--- config.mk ---
export PLATFORM = sky130hd
export DESIGN_NAME = div_issue_ctrl
export DESIGN_NICKNAME = d
export VERILOG_FILES = /design/src/rtl/div_pkg.sv /design/src/rtl/div_special_case.sv /design/src/rtl/div_issue_ctrl.sv
export SDC_FILE = /design/constraint.sdc
export NUM_CORES = 1
export LEC_CHECK = 0
export ABC_CLOCK_PERIOD_IN_PS = 4700
export BUFFER_PORTS_ARGS = -buffer_cell sky130_fd_sc_hd__clkbuf_2
export CORE_MARGIN = 8
export CORE_UTILIZATION = 29
export DETAILED_ROUTE_END_ITERATION = 8
export GPL_TIMING_DRIVEN = 0
export PLACE_DENSITY = 0.47
export REMOVE_ABC_BUFFERS = 1
export SKIP_LAST_GASP = 1
export SYNTH_ARGS = -nofsm -noshare
export SYNTH_HDL_FRONTEND = slang
export SYNTH_SLANG_ARGS = --single-unit
--- constraint.sdc ---
create_clock -name clock -period 4.7 [get_ports clock]
set_input_delay 0.235 -clock clock [delete_from_list [all_inputs] [get_ports clock]]
set_output_delay 0.235 -clock clock [all_outputs]
set_load 0.03 [all_outputs]
--- src/rtl/div_pkg.sv ---
// Shared types and constants for the divider issue controller.
package div_pkg;

    localparam int unsigned DIV_W = 32;
    localparam logic [DIV_W-1:0] DIV_INT_MIN = 32'h8000_0000;

    typedef enum logic [2:0] {
        IDLE,
        ISSUE,
        WAIT,
        RESP,
        DRAIN
    } div_ctrl_state_e;

    typedef enum logic [2:0] {
        ZERO,
        ONE,
        NEG_ONE,
        B_MIN,
        A_MIN_POS,
        A_MIN_NEG,
        NORMAL
    } div_case_e;

    // Cases answered locally without touching the engine.
    function automatic logic div_is_bypass(div_case_e kind);
        return (kind == ZERO) || (kind == ONE) || (kind == NEG_ONE) || (kind == B_MIN);
    endfunction

endpackage

--- src/rtl/div_special_case.sv ---
// Classifies a signed divide request and precomputes bypass / issue operands.
module div_special_case
    import div_pkg::*;
(
    input  logic [DIV_W-1:0] i_a,
    input  logic [DIV_W-1:0] i_b,
    output div_case_e        o_kind,
    output logic [DIV_W-1:0] o_bypass_q,
    output logic [DIV_W-1:0] o_issue_a,
    output logic [DIV_W-1:0] o_adj
);

    // INT_MIN dividends are pulled one divisor toward zero so the magnitude fits 31 bits.
    always_comb begin
        o_kind     = NORMAL;
        o_bypass_q = '0;
        o_issue_a  = i_a;
        o_adj      = '0;
        if (i_b == '0) begin
            o_kind     = ZERO;
            o_bypass_q = '1;
        end else if (i_b == DIV_W'(1)) begin
            o_kind     = ONE;
            o_bypass_q = i_a;
        end else if (i_b == '1) begin
            o_kind     = NEG_ONE;
            o_bypass_q = '0 - i_a;
        end else if (i_b == DIV_INT_MIN) begin
            o_kind     = B_MIN;
            o_bypass_q = (i_a == DIV_INT_MIN) ? DIV_W'(1) : '0;
        end else if ((i_a == DIV_INT_MIN) && !i_b[DIV_W-1]) begin
            o_kind    = A_MIN_POS;
            o_issue_a = i_a + i_b;
            o_adj     = '1;
        end else if (i_a == DIV_INT_MIN) begin
            o_kind    = A_MIN_NEG;
            o_issue_a = i_a - i_b;
            o_adj     = DIV_W'(1);
        end
    end

endmodule

--- src/rtl/div_issue_ctrl.sv ---
// Valid/ready initiator in front of the divider engine with special-case bypass and timeout.
module div_issue_ctrl
    import div_pkg::*;
#(
    parameter int unsigned TIMEOUT_CYCLES = 0
) (
    input  logic             clock,
    input  logic             nreset,
    input  logic             req_valid_i,
    output logic             req_ready_o,
    input  logic [DIV_W-1:0] req_a_i,
    input  logic [DIV_W-1:0] req_b_i,
    output logic             rsp_valid_o,
    input  logic             rsp_ready_i,
    output logic [DIV_W-1:0] rsp_q_o,
    output logic             rsp_timeout_o,
    output logic             div_in_valid_o,
    input  logic             div_in_ready_i,
    output logic [DIV_W-1:0] div_a_o,
    output logic [DIV_W-1:0] div_b_o,
    input  logic [DIV_W-1:0] div_c_i,
    input  logic             div_out_valid_i,
    output logic             div_out_ready_o
);

    localparam logic [DIV_W-1:0] TO_LAST =
        (TIMEOUT_CYCLES == 0) ? '0 : DIV_W'(TIMEOUT_CYCLES - 1);

    div_ctrl_state_e  r_state;
    logic             r_req_ready;
    logic             r_rsp_valid;
    logic [DIV_W-1:0] r_rsp_q;
    logic             r_rsp_timeout;
    logic             r_div_in_valid;
    logic             r_div_out_ready;
    logic [DIV_W-1:0] r_div_a;
    logic [DIV_W-1:0] r_div_b;
    logic [DIV_W-1:0] r_adj;
    logic [DIV_W-1:0] r_wait_cnt;
    logic             r_drain;

    div_case_e        w_kind;
    logic [DIV_W-1:0] w_bypass_q;
    logic [DIV_W-1:0] w_issue_a;
    logic [DIV_W-1:0] w_adj;

    div_special_case u_special (
        .i_a        (req_a_i),
        .i_b        (req_b_i),
        .o_kind     (w_kind),
        .o_bypass_q (w_bypass_q),
        .o_issue_a  (w_issue_a),
        .o_adj      (w_adj)
    );

    // Controller FSM; every output is a register updated on the transition into its state.
    always_ff @(posedge clock or negedge nreset) begin
        if (!nreset) begin
            r_state         <= IDLE;
            r_req_ready     <= 1'b0;
            r_rsp_valid     <= 1'b0;
            r_rsp_q         <= '0;
            r_rsp_timeout   <= 1'b0;
            r_div_in_valid  <= 1'b0;
            r_div_out_ready <= 1'b0;
            r_div_a         <= '0;
            r_div_b         <= '0;
            r_adj           <= '0;
            r_wait_cnt      <= '0;
            r_drain         <= 1'b0;
        end else begin
            case (r_state)
                IDLE: begin
                    r_req_ready <= 1'b1;
                    if (req_valid_i && r_req_ready) begin
                        r_req_ready <= 1'b0;
                        if (div_is_bypass(w_kind)) begin
                            r_rsp_q       <= w_bypass_q;
                            r_rsp_timeout <= 1'b0;
                            r_rsp_valid   <= 1'b1;
                            r_state       <= RESP;
                        end else begin
                            r_div_a        <= w_issue_a;
                            r_div_b        <= req_b_i;
                            r_adj          <= w_adj;
                            r_div_in_valid <= 1'b1;
                            r_state        <= ISSUE;
                        end
                    end
                end
                ISSUE: begin
                    if (div_in_ready_i) begin
                        r_div_in_valid  <= 1'b0;
                        r_div_out_ready <= 1'b1;
                        r_wait_cnt      <= '0;
                        r_state         <= WAIT;
                    end
                end
                WAIT: begin
                    if (div_out_valid_i) begin
                        r_div_out_ready <= 1'b0;
                        r_rsp_q         <= div_c_i + r_adj;
                        r_rsp_timeout   <= 1'b0;
                        r_rsp_valid     <= 1'b1;
                        r_state         <= RESP;
                    end else if ((TIMEOUT_CYCLES != 0) && (r_wait_cnt == TO_LAST)) begin
                        // Engine still owes a result; remember to swallow it later.
                        r_div_out_ready <= 1'b0;
                        r_rsp_q         <= '0;
                        r_rsp_timeout   <= 1'b1;
                        r_rsp_valid     <= 1'b1;
                        r_drain         <= 1'b1;
                        r_state         <= RESP;
                    end else begin
                        r_wait_cnt <= r_wait_cnt + DIV_W'(1);
                    end
                end
                RESP: begin
                    if (rsp_ready_i) begin
                        r_rsp_valid <= 1'b0;
                        if (r_drain) begin
                            r_div_out_ready <= 1'b1;
                            r_state         <= DRAIN;
                        end else begin
                            r_req_ready <= 1'b1;
                            r_state     <= IDLE;
                        end
                    end
                end
                DRAIN: begin
                    if (div_out_valid_i) begin
                        r_div_out_ready <= 1'b0;
                        r_drain         <= 1'b0;
                        r_req_ready     <= 1'b1;
                        r_state         <= IDLE;
                    end
                end
                default: begin
                    r_state <= IDLE;
                end
            endcase
        end
    end

    assign req_ready_o     = r_req_ready;
    assign rsp_valid_o     = r_rsp_valid;
    assign rsp_q_o         = r_rsp_q;
    assign rsp_timeout_o   = r_rsp_timeout;
    assign div_in_valid_o  = r_div_in_valid;
    assign div_out_ready_o = r_div_out_ready;
    assign div_a_o         = r_div_a;
    assign div_b_o         = r_div_b;

endmodule
==> results.md <==
* Clock Tree Buf Depth at 2
* Slowest cell on crit path: clkinv_1
* Grt total ovfl at 0
* Grt met1 use at about a quarter
* R2R setup slack at approximately 0.75 ns
* Detailed-route wire length at 39.23 mm
* Post-synth EDFFs at 0
* Worst Path Arrival at 4.24 ns
* FF-to-FF End: rsp_q_o[30]$_DFFE_PN0P_
* Worst setup EP type: flop
* Cell count after synthesis at 1,397
* Fin. Hold Viols at 0
* Via density at roughly 5.3
* Run status: finished clean
* H-tree lvl count at 3
* Core Util, Final at between 30 and 40%
* Nets@finish at 1,746
* Slew @ Worst Pin at about 1.2 ns
* Register area at 0.002604 mm^2
* Area Growth Syn to Fin at 17.00%
* DRC violations left at 0
* Final Cycle Share at 84.19%
* Total CTS buffers at 9
* Chip Width at 205.4 um
* Share of layout cells above drive strength 1 at between 10% and 20%
* Largest net degree at the start of global routing at 88
* Final Setup Violations at 0
* Fin. max-slew vios at 0
* Crit path time final at 3.957 ns
* Root Buffer: clkbuf_16
* Post-synthesis average cell area at 7.443 um^2
* Vias after detailed routing at 10,680
* Number of buffers added on ports at about 200
* Main synth FF type: dfrtp_1
* Fill cells at 3,853
* DRT iter0 DRCs at 717
* DR WL/cell at around 19 um
* Routed Antenna Nets at 0
* Fraction of registers with async set/reset at 100.0%
* Yosys reg bits at 104
* Total Routing Usage GR at 18.21%
* Crit path largest cell delay at about 1.1 ns
* CP cell instances: clkbuf_2 -> clkinv_1 -> nand3_1 -> nand2_1 -> a2111oi_0 -> a211oi_1 -> a21o_1
* Peak Freq at roughly 250 MHz
* Worst EP required at 4.98 ns
* WHS Path Cells at 3
* Dpl hpwl at 31.23 mm
* Cell Count, Final, Fillers Out at between 2,000 and 2,500
* Core Box Area at 0.03548 mm^2
* First-pass GRT wire length at between 60 and 70 mm
* CP startpoint: req_b_i[31]
* RSZ-0062 raised after global routing: no
* Worst r2r path cells at 11
* Hold Path End: req_ready_o$_DFFE_PN0P_
* Io pins at about 200
* Distinct cells, synth at 84
* Die Area at between 0.04 and 0.05 mm^2
* CTS tree: built
* Area of the multi-input gates at about 0.0073 mm^2
* Sink Count at 104
* Clk slew on worst S/H paths at 0.08 ns
* Hold WC Path Type: in -> reg
* Worst-Skew Late Latency at 0.39 ns
* Placed Cells at roughly 2,000
* Hold wc startpoint: rsp_ready_i
* Vias in the first global route at 10,300
* Rel. slew slack at around 18%
* GPL Wtd Cong at 0.8816
* Worst r2r src: r_adj[30]$_DFFE_PN0P_
* Height of the die at 205.4 um
* VDD IR max at 0.0002540 V
* Pwr dens at 423.2 mW/mm^2
* Met2 GRT Util at between 20% and 30%
* Drt pass-1 iters at 5
* CP max FO at 38
* Register area share after synthesis at 25.03%
* Synth Cell Area at 0.01040 mm^2
* Initial core utilization at 29.30%
* Final Skew at 0.01254 ns
* P_leak at between 0.005 and 0.006 uW
* Antenna violations before repair at 3
* Met3 usage at 2.582%
* Startpoint types: input port
* Setup Crit Path Kind: in -> reg
* Yosys Warn Count at 0
* # rows at a little under 70
* GRT busiest layer: met2
* Max Cap Viol at 0
-- state kept, by name, summed over array words and instances (netlist names) --
register / flops
rsp_q_o: 32
r_adj: 2
rsp_valid_o: 1
div_a_o: 32
div_in_valid_o: 1
r_state: 2
div_out_ready_o: 1
req_ready_o: 1
div_b_o: 32
-- where the power goes --
part | total, uW | leakage, uW | internal (uW) | switching, uW
combinational | 2750 | 0.00423 | 820 | 1930
clock | 884 | 0.000157 | 474 | 411
sequential | 1510 | 0.00131 | 1280 | 231
-- layout by cell type, fill, tap and decap left out, types with 38 or more instances in the layout --
cell type / instances
a21oi_1: 132
clkbuf_2: 200
dfrtp_1: 103
ha_1: 98
inv_1: 71
nand2_1: 167
nor2_1: 116
nor3_1: 38
o21ai_0: 169
xnor2_1: 40
-- cell usage after synthesis, types with 3 or more instances --
| library cell | count | area [um^2] |
|---|---|---|
| nor2_1 | 116 | 435.4 |
| or3_1 | 13 | 81.33 |
| ha_1 | 99 | 1239 |
| o21bai_1 | 13 | 97.59 |
| xor2_1 | 14 | 122.6 |
| a21oi_1 | 132 | 660.6 |
| nand4_1 | 12 | 75.07 |
| a22o_1 | 5 | 43.79 |
| inv_1 | 71 | 266.5 |
| clkbuf_1 | 62 | 232.7 |
| dfrtp_1 | 104 | 2603 |
| and3_1 | 17 | 106.4 |
| buf_2 | 5 | 25.02 |
| nand2b_1 | 16 | 100.1 |
| a21o_1 | 31 | 232.7 |
| o21ai_0 | 169 | 845.8 |
| and2_1 | 5 | 31.28 |
| nor3_1 | 38 | 190.2 |
| buf_1 | 4 | 15.01 |
| o21ai_1 | 3 | 15.01 |
| a21boi_0 | 4 | 30.03 |
| nor4_1 | 21 | 131.4 |
| fa_1 | 3 | 60.06 |
| a22oi_1 | 4 | 30.03 |
| a31o_2 | 6 | 52.55 |
| mux2i_1 | 8 | 80.08 |
| or4_1 | 4 | 30.03 |
| o31ai_1 | 14 | 105.1 |
| a31oi_1 | 16 | 100.1 |
| xnor2_1 | 40 | 350.3 |
| a221oi_1 | 6 | 52.55 |
| nor2b_1 | 15 | 93.84 |
| o31a_1 | 5 | 43.79 |
| a211oi_1 | 25 | 187.7 |
| o311ai_0 | 8 | 70.07 |
| nand2_1 | 168 | 630.6 |
| o21ba_2 | 3 | 30.03 |
| o211ai_1 | 9 | 67.56 |
| nand3_1 | 33 | 165.2 |
| o21a_1 | 11 | 82.58 |
| a41oi_1 | 3 | 26.28 |
| or2_2 | 9 | 56.30 |
| o22ai_1 | 4 | 25.02 |
-- stage by stage --
step | TNS (ns) | cell area [um^2] | hold slack [ns] | worst slack, ns | total power (uW)
final | 0 | 12170 | 0.1244 | 0.7429 | 5148
after global routing | 0 | 12160 | 0.1447 | 0.4479 | 5543
after detailed placement | 0 | 11810 | 0.2285 | 0.2971 | 4328
after global placement | -40.76 | 11700 | 0.4633 | -1.140 | 4241
after floorplan | 0 | 10120 | -0.06059 | 1.245 | 3304
after CTS | 0 | 12150 | 0.1030 | 0.3138 | 5237
-- worst max-delay path by stage --
stage | slack, ns | depth (start not counted) | endpoint
6_report | 0.74 | 7 | rsp_q_o[20]$_DFFE_PN0P_
5_1_grt | 0.45 | 11 | rsp_q_o[30]$_DFFE_PN0P_
4_1_cts | 0.31 | 11 | rsp_q_o[30]$_DFFE_PN0P_
3_5_place_dp | 0.30 | 7 | rsp_q_o[20]$_DFFE_PN0P_
3_3_place_gp | -1.14 | 10 | rsp_q_o[23]$_DFFE_PN0P_
2_1_floorplan | 1.24 | 9 | rsp_q_o[10]$_DFFE_PN0P_
-- layer usage --
metal | wire [um] | vias to the layer above
li1 | - | 5350
met2 | 17910 | 271
met3 | 1801 | 32
met5 | 0 | -
met1 | 18710 | 5031
met4 | 809 | 0
-- logic make-up (layout without fill, tap and decap cells) --
group	Yosys count	count (layout)	synth area share, %
AOI/OAI and AO/OA	498	498	29.48
xor gates and xnor gates	54	54	4.549
adders and majority gates	102	102	12.49
buffers and inverters	144	294	5.295
DFF	104	104	25.03
muxes	8	8	0.7702
other	1	5	0.03607
and+or+nand+nor	486	486	22.35
-- repair_timing --
item	4_1_cts	5_1_grt
endpoints found under the setup margin	0	1
buffers inserted	0	0
hold endpoints to repair	51	0
resized for setup	0	1
hold buffers	1	0
-- layout make-up --
class | instances | area share, %
multi-input combinational | 1149 | 59.65
antenna | 4 | 0.08228
sequential | 104 | 21.40
timing repair buffer | 206 | 9.205
tap | 461 | 4.741
inverter | 72 | 2.222
clock inverter | 7 | 0.8434
clock buffer | 9 | 1.851
-- worst max-delay path: cells and delay by family --
family	cells	cell delay (ns)
AND/OR/NAND/NOR	2	1.10
buffers and inverters	2	1.72
AO/OA/AOI/OAI	3	1.16
(Power assumes the default switching activity.)
